## config.mk

```make
export PLATFORM = sky130hd
export DESIGN_NAME = pixel_array_ctrl
export DESIGN_NICKNAME = d
export VERILOG_FILES = /design/src/rtl/pixel_array_ctrl.sv
export SDC_FILE = /design/constraint.sdc
export NUM_CORES = 1
export LEC_CHECK = 0
export CORE_ASPECT_RATIO = 1.1
export CORE_UTILIZATION = 60
export CTS_BUF_LIST = sky130_fd_sc_hd__clkbuf_8
export DETAILED_ROUTE_END_ITERATION = 12
export GPL_TIMING_DRIVEN = 0
export PLACE_DENSITY = 0.9
export REMOVE_ABC_BUFFERS = 1
export SYNTH_ARGS = -nofsm -noshare
export SYNTH_HDL_FRONTEND = slang
export SYNTH_SLANG_ARGS = --single-unit
```

## constraint.sdc

```tcl
create_clock -name clk -period 4.15 [get_ports clk]
set_input_delay 0.83 -clock clk [delete_from_list [all_inputs] [get_ports clk]]
set_output_delay 0.83 -clock clk [all_outputs]
set_load 0.05 [all_outputs]
```

## src/rtl/pixel_array_ctrl.sv

```systemverilog
// Global-shutter pixel array controller: erase -> expose -> ramp conversion -> row-by-row readout over valid/ready.
// Optional build macro PIXEL_TEST_PATTERN_EN adds a test_pattern input that replaces captured pixels with (r*COLS+c).
module pixel_array_ctrl #(
    parameter int ROWS         = 2,
    parameter int COLS         = 2,
    parameter int DATA_W       = 8,
    parameter int ERASE_CYCLES = 5,
    parameter int READ_CYCLES  = 2,
    parameter int EXP_W        = 16,
    localparam int ROW_W       = (ROWS > 1) ? $clog2(ROWS) : 1
) (
    input  logic                     clk,
    input  logic                     reset,
    input  logic                     start,
    input  logic                     continuous,
    input  logic [EXP_W-1:0]         expose_len,
`ifdef PIXEL_TEST_PATTERN_EN
    input  logic                     test_pattern,
`endif
    output logic                     erase,
    output logic                     expose,
    output logic                     convert,
    output logic [ROWS-1:0]          read,
    output logic [DATA_W-1:0]        ramp_data,
    input  logic [COLS*DATA_W-1:0]   pix_in,
    output logic [COLS*DATA_W-1:0]   out_data,
    output logic [ROW_W-1:0]         out_row,
    output logic                     out_valid,
    input  logic                     out_ready,
    output logic                     busy,
    output logic                     frame_done,
    output logic [15:0]              frame_cnt
);

    typedef enum logic [2:0] {
        S_IDLE,
        S_ERASE,
        S_EXPOSE,
        S_CONVERT,
        S_READ,
        S_ROW_OUT,
        S_DONE
    } state_t;

    // Phase counter is wide enough for the exposure length and the full ramp.
    localparam int CNT_W = (EXP_W > 31) ? EXP_W + 1 : 32;
    localparam logic [CNT_W-1:0] ERASE_LAST = CNT_W'(ERASE_CYCLES - 1);
    localparam logic [CNT_W-1:0] CONV_LAST  = CNT_W'((2 ** DATA_W) - 1);
    localparam logic [CNT_W-1:0] READ_LAST  = CNT_W'(READ_CYCLES - 1);

    state_t                  r_state;
    state_t                  w_next;
    logic [CNT_W-1:0]        r_cnt;
    logic [EXP_W-1:0]        r_exp_len;
    logic [ROW_W-1:0]        r_row;
    logic [COLS*DATA_W-1:0]  r_buf;
    logic [15:0]             r_frame_cnt;
    logic [CNT_W-1:0]        w_exp_last;
    logic                    w_row_last;
    logic                    w_accept;
    logic                    w_enter;
    logic                    w_cnt_run;
    logic [COLS*DATA_W-1:0]  w_capture;

    assign w_exp_last = CNT_W'(r_exp_len) - CNT_W'(1);
    assign w_row_last = (r_row == ROW_W'(ROWS - 1));
    assign w_accept   = (r_state == S_ROW_OUT) && out_ready;
    assign w_enter    = (w_next != r_state);
    assign w_cnt_run  = (r_state == S_ERASE) || (r_state == S_EXPOSE) ||
                        (r_state == S_CONVERT) || (r_state == S_READ);
    assign frame_cnt  = r_frame_cnt;

    always_ff @(posedge clk) begin
        if (reset) begin
            r_state <= S_IDLE;
        end else begin
            r_state <= w_next;
        end
    end

    always_comb begin
        w_next     = r_state;
        erase      = 1'b0;
        expose     = 1'b0;
        convert    = 1'b0;
        read       = '0;
        ramp_data  = '0;
        out_valid  = 1'b0;
        out_data   = '0;
        out_row    = '0;
        busy       = 1'b1;
        frame_done = 1'b0;
        case (r_state)
            S_IDLE: begin
                busy = 1'b0;
                if (start) begin
                    w_next = S_ERASE;
                end
            end
            S_ERASE: begin
                erase = 1'b1;
                if (r_cnt == ERASE_LAST) begin
                    w_next = S_EXPOSE;
                end
            end
            S_EXPOSE: begin
                expose = 1'b1;
                if (r_cnt == w_exp_last) begin
                    w_next = S_CONVERT;
                end
            end
            S_CONVERT: begin
                convert   = 1'b1;
                ramp_data = r_cnt[DATA_W-1:0];
                if (r_cnt == CONV_LAST) begin
                    w_next = S_READ;
                end
            end
            S_READ: begin
                read = ROWS'(1) << r_row;
                if (r_cnt == READ_LAST) begin
                    w_next = S_ROW_OUT;
                end
            end
            S_ROW_OUT: begin
                out_valid = 1'b1;
                out_data  = r_buf;
                out_row   = r_row;
                if (out_ready) begin
                    w_next = w_row_last ? S_DONE : S_READ;
                end
            end
            S_DONE: begin
                frame_done = 1'b1;
                w_next     = continuous ? S_ERASE : S_IDLE;
            end
            default: begin
                w_next = S_IDLE;
            end
        endcase
    end

`ifdef PIXEL_TEST_PATTERN_EN
    logic                    r_tp;
    logic [COLS*DATA_W-1:0]  w_pattern;

    always_comb begin
        w_pattern = '0;
        for (int c = 0; c < COLS; c++) begin
            w_pattern[c*DATA_W +: DATA_W] = DATA_W'(int'(r_row) * COLS + c);
        end
        w_capture = r_tp ? w_pattern : pix_in;
    end

    always_ff @(posedge clk) begin
        if (reset) begin
            r_tp <= 1'b0;
        end else if (w_enter && (w_next == S_READ)) begin
            r_tp <= test_pattern;
        end
    end
`else
    assign w_capture = pix_in;
`endif

    always_ff @(posedge clk) begin
        if (reset) begin
            r_cnt       <= '0;
            r_exp_len   <= '0;
            r_row       <= '0;
            r_buf       <= '0;
            r_frame_cnt <= '0;
        end else begin
            if (w_enter) begin
                r_cnt <= '0;
            end else if (w_cnt_run) begin
                r_cnt <= r_cnt + CNT_W'(1);
            end

            // Exposure length is frozen for the whole phase; zero means one cycle.
            if (w_enter && (w_next == S_EXPOSE)) begin
                r_exp_len <= (expose_len == '0) ? EXP_W'(1) : expose_len;
            end

            if (w_enter && (w_next == S_ERASE)) begin
                r_row <= '0;
            end else if (w_accept && !w_row_last) begin
                r_row <= r_row + ROW_W'(1);
            end

            if ((r_state == S_READ) && (r_cnt == READ_LAST)) begin
                r_buf <= w_capture;
            end

            if (r_state == S_DONE) begin
                r_frame_cnt <= r_frame_cnt + 16'd1;
            end
        end
    end

endmodule

```

==> results.yml <==
floorplanning:
  io_pins: 86
  dieWidth_um: 89.4
  core_mm2: 0.00804
  die_area_mm2: 0.00877
  row_count: 34
  start_util_pct: 62.7
  fp.dieH_um: 98.1
status:
  status: "finished, final reports clean"
worst_setup_path:
  crit_path_max_fanout: 21
  worstReg2RegStart: "r_state[0]"
  crit_path_start_kind: "register"
  path_class: "register to output pin"
  worst_ep_required_time_ns: 3.32
  reg2reg_depth: 8
  timing.rr.end: "r_cnt[18]"
  end_kind: "output pin"
  arrival_ns: 2.74
  r2r_slack_ns: 0.79
synthesis:
  synth_top_family_by_area: "simple AND/OR/NAND/NOR gates"
  synth-adder-area-share_pct: 1.24
  syn_area_per_cell_um2: 8.07
  synth_top_area_share_pct: 33.4
  synthMuxAreaShare_pct: 10.2
  yosysSeqAreaShare_pct: 33.4
  synth-seq-cells: 84
  synth_edf_count: 0
  synth_compound_area_share_pct: 5.56
  synthArstFlopShare_pct: 0
  yosysWarnings: 0
  ys.flop_type: "dfxtp_1"
  synth_xor_area_share_pct: 11.3
  synth_cells: 625
  netlist_area_mm2: 0.00504
  synthTopCellsByArea: "dfxtp_1 (33%), mux2i_1 (9.9%), xor2_1 (6.8%)"
  yosysTopAreaCell: "dfxtp_1"
  ys_types: 49
  yosys.area_share.simple_pct: 32.9
grt:
  first_global_vias: 4718
  grt_use_met1_pct: 34.5
  grt_overflow: 0
  grt_usage_pct: 30.1
  met2_usage_pct: 50.9
  grt_antenna_before_repair: 0
  grt_max_degree: 55
  grt_busiest_layer: "met2"
  grt_pass1_wl_um: 21000
  grt_util_met3_pct: 10.1
routing:
  postRouteWirelength_um: 12800
  vias_per_cell: 5.96
  wl_per_cell_um: 16.0
  ant_nets: 0
  first_pass_iters: 5
  vias: 4741
  drcViolationCount: 0
  drtIter0Drc: 362
timing:
  tightestPinTransition_ns: 1.11
  whs_ns: 0.490
  finalCriticalPeriod_ns: 3.57
  drv_slew: 0
  setup_violations: 0
  rsz0062_at_grt: "false"
  finalCritPeriodShare_pct: 86.1
  clock.fmax_mhz: 280
  timing.final.hold_violations: 0
  relSlewSlack_pct: 25.2
  final.setup.worst_slack_ns: 0.575
  clock_skew_ns: 0.0101
pwr:
  p_int_w: 0.00123
  vdd_drop_max_v: 0.000254
  p_clk_share_pct: 41.4
  powerDensity_mw_per_mm2: 261
  comb_power_share_pct: 8.0
  leakagePower_nw: 2.29
  switching_share_pct: 23.6
  netSwitchingPower_w: 0.000379
  finalPower_w: 0.00160
  p_seq_share_pct: 50.7
final_layout:
  finalNonFillerCells: 796
  multi_input_area_mm2: 0.00313
  layout-drive-gt1-share_pct: 6.25
  fin_util_pct: 76.3
  fillers: 533
  fin_nets: 725
  num_antenna_cells: 0
  ff_latch_area_mm2: 0.00168
  area_growth_pct: 21.7
hold_path:
  hp-start: "r_buf[9]"
  min_path_type: "register to register"
  whs_endpoint: "r_buf[9]"
  hold_path_depth: 2
placement:
  place_ws_ns: 0.869
  hpwlAfterDp_um: 8770
  place.gp.congestion: 0.868
  dp.cells: 780
  numPortBuffers: 85
clock_tree:
  h-tree-depth: 3
  cts_tree: "yes"
  cts.path.max_buffers: 2
  cts_setup_buffers: 0
  cts_made_buffers: 9
  ctsResizeCount: 0
  cts_num_sinks: 84
  cts_hold_buffers: 0
  clk_pin_slew_ns: 0.09
  worstSkewPairLatency_ns: 0.36
  cts-root-buf: "clkbuf_8"
run:
  drv_cap: 0
## flip-flops by register name, indices dropped and copies added (netlist names)
| signal | flops |
|---|---|
| r_state | 3 |
| frame_cnt | 16 |
| r_row | 1 |
| r_exp_len | 16 |
| r_buf | 16 |
| r_cnt | 32 |
## kinds of logic (layout without fill, tap and decap cells)
group | Yosys count | count (layout)
compound gates | 46 | 46
xor+xnor | 65 | 65
fa+ha+maj | 5 | 5
buf+inv | 55 | 118
flops | 84 | 84
mux | 51 | 51
simple gates | 319 | 319
## per-stage QoR
stage	TNS, ns	instance area (µm²)
finish	0	6140
global route	0	6140
floorplan	-30.39	4800
detailed placement	0	5910
CTS	0	6140
global placement	-82.26	5790
## power by group through the flow
stage	logic, W	clock network (W)	registers [W]
finish	0.000128	0.000663	0.000813
global route	0.000136	0.000702	0.000814
CTS	0.000127	0.000671	0.000813
detailed placement	0.000126	0	0.000832
global placement	0.000118	0	0.000832
floorplan	0.0000596	0	0.000830
## cells in the final DEF, fill, tap and decap left out, types with 3 or more instances in the layout
| cell | n |
|---|---|
| a21oi_1 | 21 |
| a31oi_1 | 5 |
| and2_1 | 20 |
| and3_1 | 23 |
| and4_1 | 7 |
| buf_8 | 3 |
| clkbuf_8 | 10 |
| clkdlybuf4s50_1 | 84 |
| dfxtp_1 | 84 |
| ha_1 | 5 |
| inv_1 | 11 |
| mux2i_1 | 50 |
| nand2_1 | 86 |
| nand3_1 | 54 |
| nand4_1 | 23 |
| nor2_1 | 63 |
| nor3_1 | 7 |
| nor4_1 | 9 |
| nor4_2 | 7 |
| o21ai_0 | 5 |
| xnor2_1 | 26 |
| xor2_1 | 39 |
## critical path: stages, from the launching register on
cell             delay, ns
dfxtp_1               0.70
and3_1                0.64
and2_1                0.21
clkdlybuf4s50_1       0.83
## worst max path at each step
| stage | from | endpoint | slack [ns] | cells past startpoint |
|---|---|---|---|---|
| 2_1_floorplan | r_cnt[23] | r_cnt[0] | -0.92 | 7 |
| 3_3_place_gp | r_cnt[31] | r_cnt[15] | -2.16 | 7 |
| 3_5_place_dp | r_state[0] | r_cnt[27] | 0.87 | 8 |
| 4_1_cts | r_state[0] | out_data[2] | 0.53 | 3 |
| 5_1_grt | r_state[0] | out_data[12] | 0.38 | 3 |
| 6_report | r_state[0] | out_data[12] | 0.58 | 3 |
## cell usage after synthesis, drive strengths merged (11+ instances only)
master,number
nand2,86
dfxtp,84
nor2,64
nand3,54
mux2i,50
xor2,39
clkbuf,31
xnor2,26
nand4,24
and3,23
a21oi,21
and2,20
nor4,17
buf,13
inv,11
## layer usage
metal,up-vias,part of all wire [%]
li1,2282,-
met1,2229,40
met2,194,50
met3,36,8.7
met4,0,2.1
met5,-,0
## layout make-up
class / instances / area share (%)
Multi-Input combinational cell: 486 / 51.0
Timing Repair Buffer: 91 / 15.1
Tap cell: 108 / 2.20
Clock inverter: 6 / 1.41
Clock buffer: 10 / 2.24
Sequential cell: 84 / 27.4
Inverter: 11 / 0.673
Note: power is estimated with default switching activity, not from simulation.
